==> src/rtl/serial_add_ctrl_if.sv <==
// Operand/result handshake bundle for serial_add_ctrl.
// Optional op_sub member exists only when SERIAL_ADD_SUB_EN is defined.
interface serial_add_ctrl_if #(
  parameter int WIDTH = 8
);
  logic [WIDTH-1:0] din;
  logic             din_valid;
  logic             din_ready;
  logic [WIDTH-1:0] result;
  logic             cout;
  logic             result_valid;
  logic             result_ready;
  logic             busy;
  logic [WIDTH-1:0] op_a;
  logic [WIDTH-1:0] op_b;
`ifdef SERIAL_ADD_SUB_EN
  logic             op_sub;

  modport master (
    output din, din_valid, result_ready, op_sub,
    input  din_ready, result, cout, result_valid, busy, op_a, op_b
  );
  modport slave (
    input  din, din_valid, result_ready, op_sub,
    output din_ready, result, cout, result_valid, busy, op_a, op_b
  );
`else
  modport master (
    output din, din_valid, result_ready,
    input  din_ready, result, cout, result_valid, busy, op_a, op_b
  );
  modport slave (
    input  din, din_valid, result_ready,
    output din_ready, result, cout, result_valid, busy, op_a, op_b
  );
`endif
endinterface

==> src/rtl/serial_add_ctrl.sv <==
// Bit-serial adder controller: captures A then B, adds one bit per clock, holds the sum.
// Define SERIAL_ADD_SUB_EN to add the op_sub input (A-B via inverted B and carry-in 1).
module serial_add_ctrl #(
  parameter int WIDTH = 8,
  parameter int CNT_W = 4
) (
  input  logic               clock,
  input  logic               reset,
  serial_add_ctrl_if.slave   bus
);

  localparam logic [1:0] S_IDLE  = 2'd0;
  localparam logic [1:0] S_GET_B = 2'd1;
  localparam logic [1:0] S_ADD   = 2'd2;
  localparam logic [1:0] S_DONE  = 2'd3;
  localparam logic [CNT_W-1:0] LAST_BIT = CNT_W'(WIDTH - 1);

  logic [1:0]       r_state;
  logic [WIDTH-1:0] r_opA;
  logic [WIDTH-1:0] r_opB;
  logic [WIDTH-1:0] r_shA;
  logic [WIDTH-1:0] r_shB;
  logic [WIDTH-2:0] r_shSum;
  logic             r_carry;
  logic [CNT_W-1:0] r_cnt;
  logic [WIDTH-1:0] r_result;
  logic             r_cout;

  logic             w_sub;
  logic             w_bitSum;
  logic             w_carryNext;
  logic [WIDTH-1:0] w_sumWord;

`ifdef SERIAL_ADD_SUB_EN
  assign w_sub = bus.op_sub;
`else
  assign w_sub = 1'b0;
`endif

  // One full-adder slice; w_sumWord is the accumulated sum including this cycle's bit.
  assign w_bitSum    = r_shA[0] ^ r_shB[0] ^ r_carry;
  assign w_carryNext = (r_shA[0] & r_shB[0]) | (r_shA[0] & r_carry) | (r_shB[0] & r_carry);
  assign w_sumWord   = {w_bitSum, r_shSum};

  always_ff @(posedge clock) begin
    if (reset) begin
      r_state  <= S_IDLE;
      r_opA    <= '0;
      r_opB    <= '0;
      r_shA    <= '0;
      r_shB    <= '0;
      r_shSum  <= '0;
      r_carry  <= 1'b0;
      r_cnt    <= '0;
      r_result <= '0;
      r_cout   <= 1'b0;
    end else begin
      case (r_state)
        S_IDLE: begin
          if (bus.din_valid) begin
            r_opA   <= bus.din;
            r_shA   <= bus.din;
            r_state <= S_GET_B;
          end
        end
        S_GET_B: begin
          // Subtraction is A + ~B + 1; op_b keeps the uninverted operand for display.
          if (bus.din_valid) begin
            r_opB   <= bus.din;
            r_shB   <= w_sub ? ~bus.din : bus.din;
            r_carry <= w_sub;
            r_cnt   <= '0;
            r_state <= S_ADD;
          end
        end
        S_ADD: begin
          r_carry <= w_carryNext;
          r_shA   <= r_shA >> 1;
          r_shB   <= r_shB >> 1;
          r_shSum <= w_sumWord[WIDTH-1:1];
          r_cnt   <= r_cnt + 1'b1;
          if (r_cnt == LAST_BIT) begin
            r_result <= w_sumWord;
            r_cout   <= w_carryNext;
            r_state  <= S_DONE;
          end
        end
        S_DONE: begin
          if (bus.result_ready) begin
            r_state <= S_IDLE;
          end
        end
        default: r_state <= S_IDLE;
      endcase
    end
  end

  // Handshake flags are pure state decodes, so no input-to-output combinational path.
  assign bus.din_ready    = (r_state == S_IDLE) || (r_state == S_GET_B);
  assign bus.result_valid = (r_state == S_DONE);
  assign bus.busy         = (r_state != S_IDLE);
  assign bus.result       = r_result;
  assign bus.cout         = r_cout;
  assign bus.op_a         = r_opA;
  assign bus.op_b         = r_opB;

endmodule

==> src/flat_wrapper.sv <==
// flat-port wrapper written by rule: the top's interface ports become plain ports
module serial_add_ctrl_flat 
#(
  parameter int WIDTH = 8,
  parameter int CNT_W = 4
)
  (clock, reset, bus_din, bus_din_valid, bus_result_ready, bus_din_ready, bus_result, bus_cout, bus_result_valid, bus_busy, bus_op_a, bus_op_b);
  serial_add_ctrl_if #(.WIDTH(WIDTH)) bus_i ();
  input  logic clock;
  input  logic reset;
  input wire logic [$bits(bus_i.din)-1:0] bus_din;
  input wire logic [$bits(bus_i.din_valid)-1:0] bus_din_valid;
  input wire logic [$bits(bus_i.result_ready)-1:0] bus_result_ready;
  output wire logic [$bits(bus_i.din_ready)-1:0] bus_din_ready;
  output wire logic [$bits(bus_i.result)-1:0] bus_result;
  output wire logic [$bits(bus_i.cout)-1:0] bus_cout;
  output wire logic [$bits(bus_i.result_valid)-1:0] bus_result_valid;
  output wire logic [$bits(bus_i.busy)-1:0] bus_busy;
  output wire logic [$bits(bus_i.op_a)-1:0] bus_op_a;
  output wire logic [$bits(bus_i.op_b)-1:0] bus_op_b;
  assign bus_i.din = bus_din;
  assign bus_i.din_valid = bus_din_valid;
  assign bus_i.result_ready = bus_result_ready;
  assign bus_din_ready = bus_i.din_ready;
  assign bus_result = bus_i.result;
  assign bus_cout = bus_i.cout;
  assign bus_result_valid = bus_i.result_valid;
  assign bus_busy = bus_i.busy;
  assign bus_op_a = bus_i.op_a;
  assign bus_op_b = bus_i.op_b;
  serial_add_ctrl #(.WIDTH(WIDTH), .CNT_W(CNT_W)) u_core (.clock(clock), .reset(reset), .bus(bus_i));
endmodule
==> config.mk <==
export PLATFORM = sky130hd
export DESIGN_NAME = serial_add_ctrl_flat
export DESIGN_NICKNAME = d
export VERILOG_FILES = /design/src/rtl/serial_add_ctrl_if.sv /design/src/rtl/serial_add_ctrl.sv /design/src/flat_wrapper.sv
export SDC_FILE = /design/constraint.sdc
export NUM_CORES = 1
export LEC_CHECK = 0
export BUFFER_PORTS_ARGS = -buffer_cell sky130_fd_sc_hd__buf_2
export CORE_MARGIN = 5
export CORE_UTILIZATION = 40
export CTS_CLUSTER_DIAMETER = 30
export DETAILED_ROUTE_END_ITERATION = 12
export PLACE_DENSITY_LB_ADDON = 0.3
export SLEW_MARGIN = 20
export SYNTH_ARGS = -nofsm -noshare
export SYNTH_HDL_FRONTEND = slang
export SYNTH_SLANG_ARGS = --single-unit
==> constraint.sdc <==
create_clock -name clock -period 2.19 [get_ports clock]
set_clock_uncertainty 0.05 [all_clocks]
set_input_delay 0.657 -clock clock [delete_from_list [all_inputs] [get_ports clock]]
set_output_delay 0.657 -clock clock [all_outputs]
set_load 0.02 [all_outputs]
==> key figures <==
Worst setup path
  – Max stage delay on crit path: ~0.37 ns
  – WS Path Type: reg -> out
  – Cell breakdown of the critical path: inv_1, ha_1, or2_4, buf_2
  – Startpoint class of the critical path: register
  – Crit path arrival time: 1.38 ns
  – Cell type of the slowest stage on the worst timing path: sky130_fd_sc_hd__dfxtp_2
  – Crit Path Max Fanout: 4
  – Data required time of the worst path: 1.48 ns
  – Buffering stage count on the worst path with inverters included: 2
  – Top Family by Delay on Critical Path: flip-flops
  – Endpoint type of the worst setup path: primary output

Yosys
  – Area of the mapped netlist: 0.00227 sq mm
  – Net count after synthesis: 284
  – Synth warn: 0
  – Mapped Cells: 266
  – Part of the Yosys area used for sequential elements: 0.486
  – Flops & latches, synth: 55
  – Avg Cell Area, Syn: roughly 8.5 sq um
  – Post-synthesis cell type count: 33

Finish
  – Most common cell after layout, fill and taps aside: sky130_fd_sc_hd__dfxtp_1
  – Proportion of layout cells with a drive suffix above 1: 0.211
  – ANT cells: 0
  – Number of cells in the finished layout apart from fillers: 375
  – Fill cell count: 571
  – Post-layout util: 0.476
  – Most frequent cells in the layout: 53 x sky130_fd_sc_hd__dfxtp_1, 39 x sky130_fd_sc_hd__nand2_1, 39 x sky130_fd_sc_hd__a21oi_1, 39 x sky130_fd_sc_hd__buf_2, 26 x sky130_fd_sc_hd__nor2_1
  – Final net count: 320
  – Area used by sequential logic in the layout: 0.00110 sq mm
  – Total area of multi-input combinational cells: 0.00106 sq mm
  – Relative area change from synthesis to final layout: 15.8%

Placement
  – PortBufs: 39
  – Number of instances in the placed design: 367
  – GP Congestion: 0.734
  – Detailed placer's ending HPWL: between 3000 and 4000 um
  – Pre-CTS worst setup slack: 0.194 ns

Clock tree
  – CTS Buf Count: 5
  – H-tree depth: 2
  – Number of buffers inserted by post-CTS setup repair: 0
  – Latest clock arrival within the worst-skew pair: 0.31 ns
  – CTS tree: built
  – Clock input transition at the sequential cells of the worst setup and hold paths: 0.10 ns
  – Maximum number of buffers from clock root to sink: 2
  – CTS hold repair buffers: 0
  – Root buffer cell: sky130_fd_sc_hd__clkbuf_8
  – Total clock sinks: 55

Hold path
  – HP Class: reg -> reg

Route
  – Pre-antenna DRT Iters: 4
  – Wire length per cell after detailed routing: 13.1 um
  – Drc violations: 0
  – 1st-iter DRT viols: 85
  – Wire length on met3: 400 um
  – Top routing layer used: met4
  – Total routed wirelength: 4920 um
  – Vias per Instance: 5.11
  – Wire length on met1: 2410 um
  – Via count: about 1900
  – Met2 wire length: 2050 um
  – Antenna viol nets, final: 0

Floorplan
  – Placeable core region: 0.00551 sq mm
  – Die area: 0.00727 sq mm
  – IO Count: 40
  – Die width: 85.3 um
  – Initial core utilization: 0.411
  – Die height: 85.3 um
  – Number of rows created at floorplan: 27

Global route
  – Largest net degree at the start of global routing: 39
  – Initial antenna violation count: 0
  – Wire length of the first global-routing pass: 8290 um
  – Vias in the first global route: 1688
  – Total grt overflow: 0
  – All-Layer GR Usage: 0.139

Timing
  – Slew at the pin closest to its max-slew limit: 0.542 ns
  – Summed negative setup slack over all endpoints: 0 ns
  – Final worst path period share: 0.955
  – Hold slack: between 0.4 and 0.5 ns
  – Worst relative slew slack: 0.639
  – RSZ-0062 raised after global routing: no
  – Maximum operating frequency: between 0.4 and 0.5 GHz
  – Endpoints failing hold: 0
  – Count of final setup violators: 0
  – Fin crit period: 2.09 ns
  – Worst setup slack after layout: 0.0985 ns
  – Final Slew Violations: 0

Power
  – Worst VDD drop: 0.668 mV
  – Leakage power total: 0.00104 uW
  – PD cells: about 1200 mW/mm^2

Flow run
  – Max-cap check violation count: 0

Status
  – Run status: completed
==> worst paths after layout <==
path                      startpoint            endpoint  slack (ns)  depth (start not counted)
setup / recovery   u_core.r_state[1]       bus_din_ready         0.1                          4
hold reg to reg   u_core.bus.op_a[7]  u_core.bus.op_a[7]        0.41                          2
hold / removal    u_core.bus.op_a[7]  u_core.bus.op_a[7]        0.41                          2
setup reg to reg   u_core.r_state[0]     u_core.r_shA[3]        0.40                          6
==> registers in the layout (all words and copies together) (netlist names) <==
name / count
u_core.bus.op_a: 8
u_core.bus.cout: 1
u_core.r_carry: 1
u_core.r_shSum: 7
u_core.bus.result: 8
u_core.bus.op_b: 8
u_core.r_shB: 8
u_core.r_state: 2
u_core.r_cnt: 4
u_core.r_shA: 8
==> kinds of logic after synthesis <==
group / synth area share
compound gates: 0.170
simple gates: 0.224
buf+inv: 0.0486
fa+ha+maj: 0.0364
flops: 0.486
mux: 0.0353
==> layer usage <==
| metal | global-route usage | vias up |
|---|---|---|
| li1 | - | 979 |
| met1 | 0.202 | 866 |
| met2 | 0.203 | 67 |
| met3 | 0.0359 | 5 |
| met4 | 0.0388 | 0 |
| met5 | 0 | - |
==> synthesized netlist by cell type (all sizes together) <==
cell | instances | area [sq um]
clkbuf | 6 | 22.5
nand3b | 1 | 7.51
nand2 | 40 | 153
nor3b | 1 | 7.51
nand2b | 1 | 6.26
nand3 | 19 | 95.1
a2111oi | 1 | 8.76
buf | 11 | 65.1
a32oi | 1 | 8.76
ha | 5 | 62.6
mux2i | 8 | 80.1
dfxtp | 55 | 1100
and2b | 1 | 7.51
and2 | 1 | 6.26
o21bai | 1 | 7.51
o21ai | 5 | 32.5
or2 | 2 | 15.0
nor2 | 27 | 104
a21oi | 39 | 195
nor3 | 10 | 50.1
a221oi | 1 | 26.3
inv | 6 | 22.5
nor2b | 9 | 56.3
fa | 1 | 20.0
a211oi | 14 | 105
==> worst min-delay path, stage by stage (launching register included) <==
cell and delay, ns:
sky130_fd_sc_hd__dfxtp_1 0.32, sky130_fd_sc_hd__nand2_1 0.05, sky130_fd_sc_hd__a21oi_1 0.05
==> final cells by class <==
cell class              instances  share of cell area
multi-input cells             188               0.403
clock inverters                 2             0.00620
well taps                      72              0.0343
flip-flops and latches         55               0.421
clock buffers                   6              0.0277
inverters                       6             0.00858
repair buffers                 46              0.0992
==> power breakdown <==
part | total, uW | internal, uW | switching, uW
Combinational | 1200 | 445 | 753
Sequential | 1310 | 1200 | 114
Clock | 569 | 231 | 339
==> timing repair <==
item / CTS / global route
resized for setup: 0 / 3
endpoints found under the setup margin: 0 / 14
endpoints found under the hold margin: 0 / 0
==> stage by stage <==
| step | area (sq um) | total power (uW) |
|---|---|---|
| floorplan | 2270 | 2250 |
| global placement | 2530 | 2500 |
| detailed placement | 2530 | 2530 |
| CTS | 2620 | 3100 |
| global route | 2620 | 3320 |
| finish | 2620 | 3080 |
No activity file was read; power rests on OpenSTA's default activity.
